File: src/rtl/trap_controller_if.sv
// Commit-side bus of the machine-mode trap unit: committed instruction/exception,
// interrupt lines, CSR access port and the fetch redirect / flush outputs.
interface trap_controller_if #(
    parameter int XLEN = 32
);
    logic            commit_valid;
    logic [XLEN-1:0] commit_pc;
    logic            exc_raise;
    logic [3:0]      exc_cause;
    logic [XLEN-1:0] exc_tval;
    logic            mret;
    logic            irq_ext;
    logic            irq_timer;
    logic            csr_we;
    logic [11:0]     csr_addr;
    logic [XLEN-1:0] csr_wdata;
    logic [XLEN-1:0] csr_rdata;
    logic            trap_flush;
    logic            redirect_valid;
    logic [XLEN-1:0] redirect_pc;
    logic            stall_n;

    modport master (
        output commit_valid, commit_pc, exc_raise, exc_cause, exc_tval, mret,
        output irq_ext, irq_timer, csr_we, csr_addr, csr_wdata,
        input  csr_rdata, trap_flush, redirect_valid, redirect_pc, stall_n
    );

    modport slave (
        input  commit_valid, commit_pc, exc_raise, exc_cause, exc_tval, mret,
        input  irq_ext, irq_timer, csr_we, csr_addr, csr_wdata,
        output csr_rdata, trap_flush, redirect_valid, redirect_pc, stall_n
    );
endinterface

File: src/rtl/trap_controller.sv
// Machine-mode trap unit: owns mstatus/mie/mtvec/mepc/mcause/mtval/mip, performs trap
// entry and mret, and redirects fetch. Optional macro TRAP_VECTORED_EN enables vectored mtvec.
module trap_controller #(
    parameter int              XLEN        = 32,
    parameter logic [XLEN-1:0] RESET_MTVEC = '0
) (
    input  logic             clk,
    input  logic             rst_sync,
    trap_controller_if.slave bus
);
    typedef enum logic [1:0] {IDLE, ENTER, RETURN} state_e;

    localparam logic [11:0] ADDR_MSTATUS = 12'h300;
    localparam logic [11:0] ADDR_MIE     = 12'h304;
    localparam logic [11:0] ADDR_MTVEC   = 12'h305;
    localparam logic [11:0] ADDR_MEPC    = 12'h341;
    localparam logic [11:0] ADDR_MCAUSE  = 12'h342;
    localparam logic [11:0] ADDR_MTVAL   = 12'h343;
    localparam logic [11:0] ADDR_MIP     = 12'h344;

`ifdef TRAP_VECTORED_EN
    localparam logic [XLEN-1:0] MTVEC_MASK = '1;
`else
    localparam logic [XLEN-1:0] MTVEC_MASK = ~XLEN'(3);
`endif

    state_e          state_q;
    logic            mstatus_mie_q;
    logic            mstatus_mpie_q;
    logic            mie_meie_q;
    logic            mie_mtie_q;
    logic [XLEN-1:0] mtvec_q;
    logic [XLEN-1:0] mepc_q;
    logic [XLEN-1:0] mcause_q;
    logic [XLEN-1:0] mtval_q;
    logic            trap_flush_q;
    logic            redirect_valid_q;
    logic [XLEN-1:0] redirect_pc_q;

    logic            irq_ext_pend;
    logic            irq_tmr_pend;
    logic            accept;
    logic            take_exc;
    logic            take_irq;
    logic            take_ret;
    logic            csr_wr_en;
    logic [3:0]      irq_code;
    logic [XLEN-1:0] trap_base;
    logic [XLEN-1:0] trap_target_d;

    assign irq_ext_pend = mstatus_mie_q & mie_meie_q & bus.irq_ext;
    assign irq_tmr_pend = mstatus_mie_q & mie_mtie_q & bus.irq_timer;
    assign accept       = (state_q == IDLE) & bus.commit_valid;
    assign take_exc     = accept & bus.exc_raise;
    assign take_irq     = accept & ~bus.exc_raise & (irq_ext_pend | irq_tmr_pend);
    assign take_ret     = accept & ~bus.exc_raise & ~(irq_ext_pend | irq_tmr_pend) & bus.mret;
    // A CSR write loses to any trap or return decided in the same cycle.
    assign csr_wr_en    = (state_q == IDLE) & bus.csr_we & ~(take_exc | take_irq | take_ret);
    assign irq_code     = irq_ext_pend ? 4'd11 : 4'd7;
    assign trap_base    = {mtvec_q[XLEN-1:2], 2'b00};

`ifdef TRAP_VECTORED_EN
    assign trap_target_d = (take_irq && mtvec_q[1:0] == 2'b01)
                         ? trap_base + XLEN'({irq_code, 2'b00})
                         : trap_base;
`else
    assign trap_target_d = trap_base;
`endif

    always_comb begin
        bus.csr_rdata = '0;
        case (bus.csr_addr)
            ADDR_MSTATUS: begin
                bus.csr_rdata[12:11] = 2'b11;
                bus.csr_rdata[7]     = mstatus_mpie_q;
                bus.csr_rdata[3]     = mstatus_mie_q;
            end
            ADDR_MIE: begin
                bus.csr_rdata[11] = mie_meie_q;
                bus.csr_rdata[7]  = mie_mtie_q;
            end
            ADDR_MTVEC:  bus.csr_rdata = mtvec_q;
            ADDR_MEPC:   bus.csr_rdata = {mepc_q[XLEN-1:2], 2'b00};
            ADDR_MCAUSE: bus.csr_rdata = mcause_q;
            ADDR_MTVAL:  bus.csr_rdata = mtval_q;
            ADDR_MIP: begin
                bus.csr_rdata[11] = bus.irq_ext;
                bus.csr_rdata[7]  = bus.irq_timer;
            end
            default:     bus.csr_rdata = '0;
        endcase
    end

    always_ff @(posedge clk) begin
        if (rst_sync) begin
            state_q          <= IDLE;
            mstatus_mie_q    <= 1'b0;
            mstatus_mpie_q   <= 1'b0;
            mie_meie_q       <= 1'b0;
            mie_mtie_q       <= 1'b0;
            mtvec_q          <= RESET_MTVEC & MTVEC_MASK;
            mepc_q           <= '0;
            mcause_q         <= '0;
            mtval_q          <= '0;
            trap_flush_q     <= 1'b0;
            redirect_valid_q <= 1'b0;
            redirect_pc_q    <= '0;
        end else begin
            trap_flush_q     <= 1'b0;
            redirect_valid_q <= 1'b0;
            case (state_q)
                IDLE: begin
                    if (take_exc || take_irq) begin
                        state_q          <= ENTER;
                        trap_flush_q     <= 1'b1;
                        redirect_valid_q <= 1'b1;
                        redirect_pc_q    <= trap_target_d;
                        mepc_q           <= {bus.commit_pc[XLEN-1:2], 2'b00};
                        mstatus_mpie_q   <= mstatus_mie_q;
                        mstatus_mie_q    <= 1'b0;
                        if (take_exc) begin
                            mcause_q <= {1'b0, {(XLEN-5){1'b0}}, bus.exc_cause};
                            mtval_q  <= bus.exc_tval;
                        end else begin
                            mcause_q <= {1'b1, {(XLEN-5){1'b0}}, irq_code};
                            mtval_q  <= '0;
                        end
                    end else if (take_ret) begin
                        state_q          <= RETURN;
                        trap_flush_q     <= 1'b1;
                        redirect_valid_q <= 1'b1;
                        redirect_pc_q    <= {mepc_q[XLEN-1:2], 2'b00};
                        mstatus_mie_q    <= mstatus_mpie_q;
                        mstatus_mpie_q   <= 1'b1;
                    end else if (csr_wr_en) begin
                        case (bus.csr_addr)
                            ADDR_MSTATUS: begin
                                mstatus_mie_q  <= bus.csr_wdata[3];
                                mstatus_mpie_q <= bus.csr_wdata[7];
                            end
                            ADDR_MIE: begin
                                mie_meie_q <= bus.csr_wdata[11];
                                mie_mtie_q <= bus.csr_wdata[7];
                            end
                            ADDR_MTVEC:  mtvec_q  <= bus.csr_wdata & MTVEC_MASK;
                            ADDR_MEPC:   mepc_q   <= {bus.csr_wdata[XLEN-1:2], 2'b00};
                            ADDR_MCAUSE: mcause_q <= bus.csr_wdata;
                            ADDR_MTVAL:  mtval_q  <= bus.csr_wdata;
                            default: ;
                        endcase
                    end
                end
                ENTER, RETURN: state_q <= IDLE;
                default:       state_q <= IDLE;
            endcase
        end
    end

    assign bus.trap_flush     = trap_flush_q;
    assign bus.redirect_valid = redirect_valid_q;
    assign bus.redirect_pc    = redirect_pc_q;
    assign bus.stall_n        = (state_q == IDLE);
endmodule

File: src/flat_wrapper.sv
// flat-port wrapper written by rule: the top's interface ports become plain ports
module trap_controller_flat 
#(
    parameter int              XLEN        = 32,
    parameter logic [XLEN-1:0] RESET_MTVEC = '0
)
  (clk, rst_sync, bus_commit_valid, bus_commit_pc, bus_exc_raise, bus_exc_cause, bus_exc_tval, bus_mret, bus_irq_ext, bus_irq_timer, bus_csr_we, bus_csr_addr, bus_csr_wdata, bus_csr_rdata, bus_trap_flush, bus_redirect_valid, bus_redirect_pc, bus_stall_n);
  trap_controller_if #(.XLEN(XLEN)) bus_i ();
  input  logic clk;
  input  logic rst_sync;
  input wire logic [$bits(bus_i.commit_valid)-1:0] bus_commit_valid;
  input wire logic [$bits(bus_i.commit_pc)-1:0] bus_commit_pc;
  input wire logic [$bits(bus_i.exc_raise)-1:0] bus_exc_raise;
  input wire logic [$bits(bus_i.exc_cause)-1:0] bus_exc_cause;
  input wire logic [$bits(bus_i.exc_tval)-1:0] bus_exc_tval;
  input wire logic [$bits(bus_i.mret)-1:0] bus_mret;
  input wire logic [$bits(bus_i.irq_ext)-1:0] bus_irq_ext;
  input wire logic [$bits(bus_i.irq_timer)-1:0] bus_irq_timer;
  input wire logic [$bits(bus_i.csr_we)-1:0] bus_csr_we;
  input wire logic [$bits(bus_i.csr_addr)-1:0] bus_csr_addr;
  input wire logic [$bits(bus_i.csr_wdata)-1:0] bus_csr_wdata;
  output wire logic [$bits(bus_i.csr_rdata)-1:0] bus_csr_rdata;
  output wire logic [$bits(bus_i.trap_flush)-1:0] bus_trap_flush;
  output wire logic [$bits(bus_i.redirect_valid)-1:0] bus_redirect_valid;
  output wire logic [$bits(bus_i.redirect_pc)-1:0] bus_redirect_pc;
  output wire logic [$bits(bus_i.stall_n)-1:0] bus_stall_n;
  assign bus_i.commit_valid = bus_commit_valid;
  assign bus_i.commit_pc = bus_commit_pc;
  assign bus_i.exc_raise = bus_exc_raise;
  assign bus_i.exc_cause = bus_exc_cause;
  assign bus_i.exc_tval = bus_exc_tval;
  assign bus_i.mret = bus_mret;
  assign bus_i.irq_ext = bus_irq_ext;
  assign bus_i.irq_timer = bus_irq_timer;
  assign bus_i.csr_we = bus_csr_we;
  assign bus_i.csr_addr = bus_csr_addr;
  assign bus_i.csr_wdata = bus_csr_wdata;
  assign bus_csr_rdata = bus_i.csr_rdata;
  assign bus_trap_flush = bus_i.trap_flush;
  assign bus_redirect_valid = bus_i.redirect_valid;
  assign bus_redirect_pc = bus_i.redirect_pc;
  assign bus_stall_n = bus_i.stall_n;
  trap_controller #(.XLEN(XLEN), .RESET_MTVEC(RESET_MTVEC)) u_core (.clk(clk), .rst_sync(rst_sync), .bus(bus_i));
endmodule
File: config.mk
export PLATFORM = sky130hd
export DESIGN_NAME = trap_controller_flat
export DESIGN_NICKNAME = d
export VERILOG_FILES = /design/src/rtl/trap_controller_if.sv /design/src/rtl/trap_controller.sv /design/src/flat_wrapper.sv
export SDC_FILE = /design/constraint.sdc
export NUM_CORES = 1
export LEC_CHECK = 0
export CAP_MARGIN = 20
export CORE_ASPECT_RATIO = 1.4
export CORE_MARGIN = 5
export CORE_UTILIZATION = 35
export CTS_CLUSTER_SIZE = 16
export DETAILED_ROUTE_END_ITERATION = 6
export HOLD_SLACK_MARGIN = 0.1
export PLACE_DENSITY = 0.59
export SYNTH_ARGS = -nofsm -noshare
export SYNTH_HDL_FRONTEND = slang
export SYNTH_SLANG_ARGS = --single-unit
File: constraint.sdc
create_clock -name clk -period 2.3 [get_ports clk]
set_clock_uncertainty 0.1 [all_clocks]
set_input_delay 0.23 -clock clk [delete_from_list [all_inputs] [get_ports clk]]
set_output_delay 0.23 -clock clk [all_outputs]
set_load 0.01 [all_outputs]
==> metrics.txt, run 1 <==
run status=complete, no violations; gr usage total=0.235; RePlAce Congestion=0.901; share of cells above drive strength 1=0.197; root buffer cell=clkbuf_16; I/O Pins=approximately 190; Final ANT Viol Nets=0; RSZ-0062 raised after global routing=true; Crit path required time=about 2000 ps; Achievable Freq=between 400 and 500 MHz; complex-gate fraction of the synthesized area=0.268; first-pass iteration count of the detailed router=5; initial antenna violation count=1; Synth top cells by count=nand2_1, dfxtp_1, a21oi_1; clock tree buffer depth=2; die area=about 0.024 mm²; Setup-failing EPs final=0; top_reg_cell synth=dfxtp_1; number of flops mapped to enable cells by yosys=0; Max Slew Vio Count=0; Worst Hold Depth=2; Starting DRT DRC Count=roughly 580; Post-Synth Adder-Cell Area=0; Hold Path Class=input pin to register; hpwl dp=about 20000 µm; count leader, synth=nand2_1; die height=~180 µm; slowest stage delay, CP=~540 ps; Pwr per Cell Area=about 620 mW/mm²; Initial Util=0.357; Tmin final=about 2300 ps; Routed wire per std cell=between 20 and 25 µm; largest net degree at the start of global routing=44; Yosys warnings=0; final hold violations=0; # nets final=1273; Crit Path Max Fanout=11; area leader, netlist=dfxtp_1; FF-to-FF setup slack=50 ps; simple-gate share of the synthesized area=0.228; post-synth top area share=0.439; largest family of logic cells by synthesized area=compound AO/OA/AOI/OAI gates; Chip Width=about 130 µm; Inst Count DP=1364; crit path DAT=approximately 2000 ps; setup slack at placement=-802 ps; Setup TNS=0 ps; Syn-to-layout area delta=50.9%; clock buffer count from CTS=17; Final WS setup=roughly 5.5 ps; Finished Layout Cells=around 1400; cell-by-cell listing of the critical path=buf_2, or4b_4, nor4_4, buf_12, buf_12, buf_4, a22oi_1, nand3_1, buf_2; GRT Residual Overflow=0; clk sinks=between 150 and 200; vias in the first global route=~7800; slowest CP cell=or4b_4; startpoint types=input pin; CTS clock-pin slew for the worst setup and hold paths=60 ps; Yosys reg bits=roughly 160; R2R cell count=5; Mapped Area=roughly 0.0073 mm²; P_leak=0.00415 µW; CTS HTree Levels=4; post-synthesis xor/xnor area fraction=0; first-pass GRT wire length=approximately 45000 µm; Mapped Cells=a little over 900; largest cells by area after synthesis=dfxtp_1, nand2_1, a21oi_1, nor2_1, a311oi_1; crit share post-route=0.998; Routed WL=29000 µm; row cnt=between 60 and 70; vias=between 7000 and 8000; Async S/R FF share, synth=0; Syn Area/Cell=8.09 µm²; Peak VDD IR=~0.52 mV; Yosys cell types=56; MaxCap Viol Count=0; register area share after synthesis=0.439; # DRC=0; Core Util, Final=0.538; number of vias per cell=about 5.5; CTS tree=yes; mux cell area share after synthesis=0.0111; fill count=around 1900; Core Area=a little over 0.02 mm²; CP Capture Type=output port; WS Path Type=input pin to output port; I/O Buffers=roughly 180; worst-skew pair later-pin latency=between 400 and 500 ps
[cell usage in the layout, fill, tap and decap left out, drive strengths merged, types with 21 or more instances in the layout]
cell type      synthesis  routed
nand2                229     229
dfxtp                161     161
buf                   35     160
clkdlybuf4s50          0     137
a21oi                120     120
nor2                  72      72
a211oi                35      35
a311oi                30      30
o2bb2ai               30      30
and2                  28      28
a222oi                21      21
clkbuf                47      21
[flip-flops by register name, indices dropped and copies added (netlist names)]
name and flops:
u_core.mstatus_mie_q 1, u_core.mtval_q 32, u_core.mie_meie_q 1, u_core.mie_mtie_q 1
u_core.bus.redirect_pc 30, u_core.mstatus_mpie_q 1, u_core.mtvec_q 30, u_core.mepc_q 30
u_core.bus.trap_flush 1, u_core.state_q 2, u_core.mcause_q 32
[path summary, 6_finish.rpt]
kind / endpoint / from
max reg2reg: u_core.mstatus_mie_q / u_core.state_q[1]
max: bus_csr_rdata[11] / bus_csr_addr[10]
min: u_core.mie_mtie_q / rst_sync
min reg2reg: u_core.mcause_q[31] / u_core.mcause_q[31]
[logic make-up (layout without fill, tap and decap cells)]
| kind of cell | count (synthesis) | in the layout |
|---|---|---|
| AOI/OAI and AO/OA | 277 | 277 |
| other | 1 | 3 |
| muxes | 8 | 8 |
| buffers and inverters | 85 | 342 |
| and+or+nand+nor | 375 | 375 |
| DFF | 161 | 161 |
[layer usage]
layer  GRT usage  share of wire  up-vias  wire (µm)
met4       0.113          0.043        0       1250
met1       0.274           0.40     3748      11600
met5           0              0        -          0
li1            -              -     3758          -
met3      0.0390          0.048       71       1400
met2       0.414           0.51      290      14800
[through the flow]
step	power, µW	area, µm²	hold WS (ps)
floorplan	3480	7340	266
global placement	4070	10200	340
detailed placement	4080	10200	346
CTS	6960	11000	104
global route	7180	11100	126
finish	6910	11100	127
[critical path: cells and delay by family]
| family | cells | cell delay [ps] |
|---|---|---|
| AOI/OAI and AO/OA | 1 | 60 |
| and+or+nand+nor | 3 | 980 |
| buffers and inverters | 5 | 670 |
[area by class of cell]
| type | instances | area [µm²] | area share |
|---|---|---|---|
| inverters | 3 | 11.3 | 0.00102 |
| clock buffers | 18 | 439 | 0.0397 |
| diodes | 1 | 2.50 | 0.000226 |
| clock inverters | 13 | 150 | 0.0136 |
| multi-input cells | 662 | 3890 | 0.351 |
| well taps | 256 | 320 | 0.0289 |
| repair buffers | 308 | 3030 | 0.274 |
| flip-flops and latches | 161 | 3220 | 0.291 |
[power breakdown]
part / internal (µW) / switching (µW)
sequential: 2910 / 75.9
combinational: 540 / 509
clock: 1640 / 1230
[what timing repair did]
action                                  4_1_cts  5_1_grt
pin swaps                                    14        9
buffers inserted                             18        5
hold buffers                                  0        0
endpoints found under the setup margin       62       83
gates resized for setup                     193       17
cloned                                        6        0
Power figures use the tool's default switching activity.
==> inputs of run 2 (changes only) <==
Settings changed: TNS_END_PERCENT from default to 30.
==> run 2 against run 1 <==
The run now ends with DRC left; first-iteration DRC count is 12% higher; die area stayed put; wire length increased by 0.53%; maximum frequency grew 0.92%; critical path depth unchanged; critical endpoint is now bus_csr_rdata[7]; highest routed layer unchanged.
==> metrics.txt, run 2 (synthesized netlist as in run 1, its figures left out) <==
clock share of power=0.417; Starting DRT DRC Count=between 600 and 700; clk sinks=roughly 160; Core Util, Final=0.540; setup slack at placement=-802 ps; Chip Width=about 130 µm; hold_ws=around 130 ps; vias=roughly 7900; Crit Path Max Fanout=8; I/O Pins=about 190; die height=~180 µm; Power Internal=~5100 µW; gr usage total=0.235; vias in the first global route=just under 8000; RSZ-0062 raised after global routing=true; # DRC=7; fill count=roughly 1900; top flop regs=u_core.mcause_q x32, u_core.mtval_q x32; worst-skew pair later-pin latency=~430 ps; Final WS setup=26.3 ps; Finished Layout Cells=around 1400; Achievable Freq=440 MHz; root buffer cell=clkbuf_16; first-pass GRT wire length=about 45000 µm; slowest stage delay, CP=~310 ps; number of vias per cell=around 5.6; I/O Buffers=~180; clock buffer count from CTS=17; crit share post-route=0.989; P_leak=roughly 0.0042 µW; Hold Path Class=input pin to register; cell-by-cell listing of the critical path=buf_2, nor4b_4, nand2_2, buf_4, buf_6, nor4_4, buf_4, a211o_1, dlygate4sd2_1; largest net degree at the start of global routing=44; clock tree buffer depth=2; CP Capture Type=output port; RePlAce Congestion=0.901; share of cells above drive strength 1=0.198; sw frac=0.264; Final ANT Viol Nets=0; final hold violations=0; initial antenna violation count=1; Peak VDD IR=approximately 0.52 mV; Setup-failing EPs final=0; startpoint types=input pin; Syn-to-layout area delta=51.4%; slowest CP cell=nor4b_4; row cnt=between 60 and 70; Max Slew Vio Count=0; hpwl dp=19600 µm; first-pass iteration count of the detailed router=7; Routed wire per std cell=20.5 µm; die area=0.0240 mm²; CTS clock-pin slew for the worst setup and hold paths=roughly 70 ps; Sequential Power Share=0.432; GRT Residual Overflow=0; Inst Count DP=approximately 1400; hold-fix buffer count after cts=0; NetSw=around 1800 µW; WS Path Type=input pin to output port; run status=finished with violations; most frequent cells in the layout=nand2_1, dfxtp_1, clkdlybuf4s50_1, a21oi_1, buf_4; CTS tree=yes; commonest non-fill, non-tap cell in the layout=nand2_1; CTS HTree Levels=4; Routed WL=about 29000 µm; Crit path required time=1970 ps; # nets final=~1300; Initial Util=0.357; Tmin final=approximately 2300 ps; CP most frequent cell=buf_4; Setup TNS=0 ps; MaxCap Viol Count=0; Core Area=0.0206 mm²; failing checks=DRC; Pwr per Cell Area=a little over 600 mW/mm²; Gate power share=0.151; crit path DAT=roughly 1900 ps
[run 2: stage by stage]
stage	power [µW]	cell area [µm²]
finish	6920	11100
global placement	4070	10200
floorplan	3480	7340
detailed placement	4080	10200
CTS	6960	11100
global route	7180	11100
[run 2: cell type report]
| cell class | instances | area [µm²] | share of cell area |
|---|---|---|---|
| inverter | 3 | 11.3 | 0.00101 |
| clock buffer | 18 | 439 | 0.0395 |
| antenna | 1 | 2.50 | 0.000225 |
| multi-input combinational | 662 | 3890 | 0.350 |
| tap | 256 | 320 | 0.0288 |
| clock inverter | 13 | 150 | 0.0135 |
| sequential | 161 | 3220 | 0.290 |
| timing repair buffer | 310 | 3070 | 0.277 |
[run 2: what timing repair did]
item,4_1_cts,5_1_grt
hold endpoints to repair,0,0
gates resized for setup,192,22
cloned,6,0
pin swaps,14,9
buffers inserted,18,4
endpoints found under the setup margin,62,85
[run 2: critical path: cells and delay by family]
family / cells / cell delay (ps)
AOI/OAI and AO/OA: 1 / 140
buffers and inverters: 5 / 890
and+or+nand+nor: 3 / 680
[run 2: path summary, 6_finish.rpt]
kind / depth (start not counted) / endpoint / startpoint / slack (ps)
worst max-delay path: 9 / bus_csr_rdata[7] / bus_csr_addr[3] / 30
worst min register to register: 2 / u_core.mcause_q[31] / u_core.mcause_q[31] / 350
worst max register to register: 5 / u_core.mstatus_mie_q / u_core.state_q[1] / 30
worst min-delay path: 2 / u_core.mie_mtie_q / rst_sync / 130
[run 2: power groups by stage]
| stage | clock (µW) | sequential, µW | combinational (µW) |
|---|---|---|---|
| finish | 2880 | 2990 | 1050 |
| global route | 3060 | 3000 | 1130 |
| CTS | 2930 | 2990 | 1040 |
| detailed placement | 0 | 3050 | 1030 |
| global placement | 0 | 3050 | 1020 |
| floorplan | 0 | 3050 | 427 |
[run 2: per-layer routing]
layer / vias up / routed length [µm] / global-route usage / part of all wire
li1: 3762 / - / - / -
met1: 3776 / 11800 / 0.274 / 0.40
met2: 312 / 14900 / 0.416 / 0.51
met3: 62 / 1400 / 0.0390 / 0.048
met4: 0 / 1120 / 0.110 / 0.038
met5: - / 0 / 0 / 0
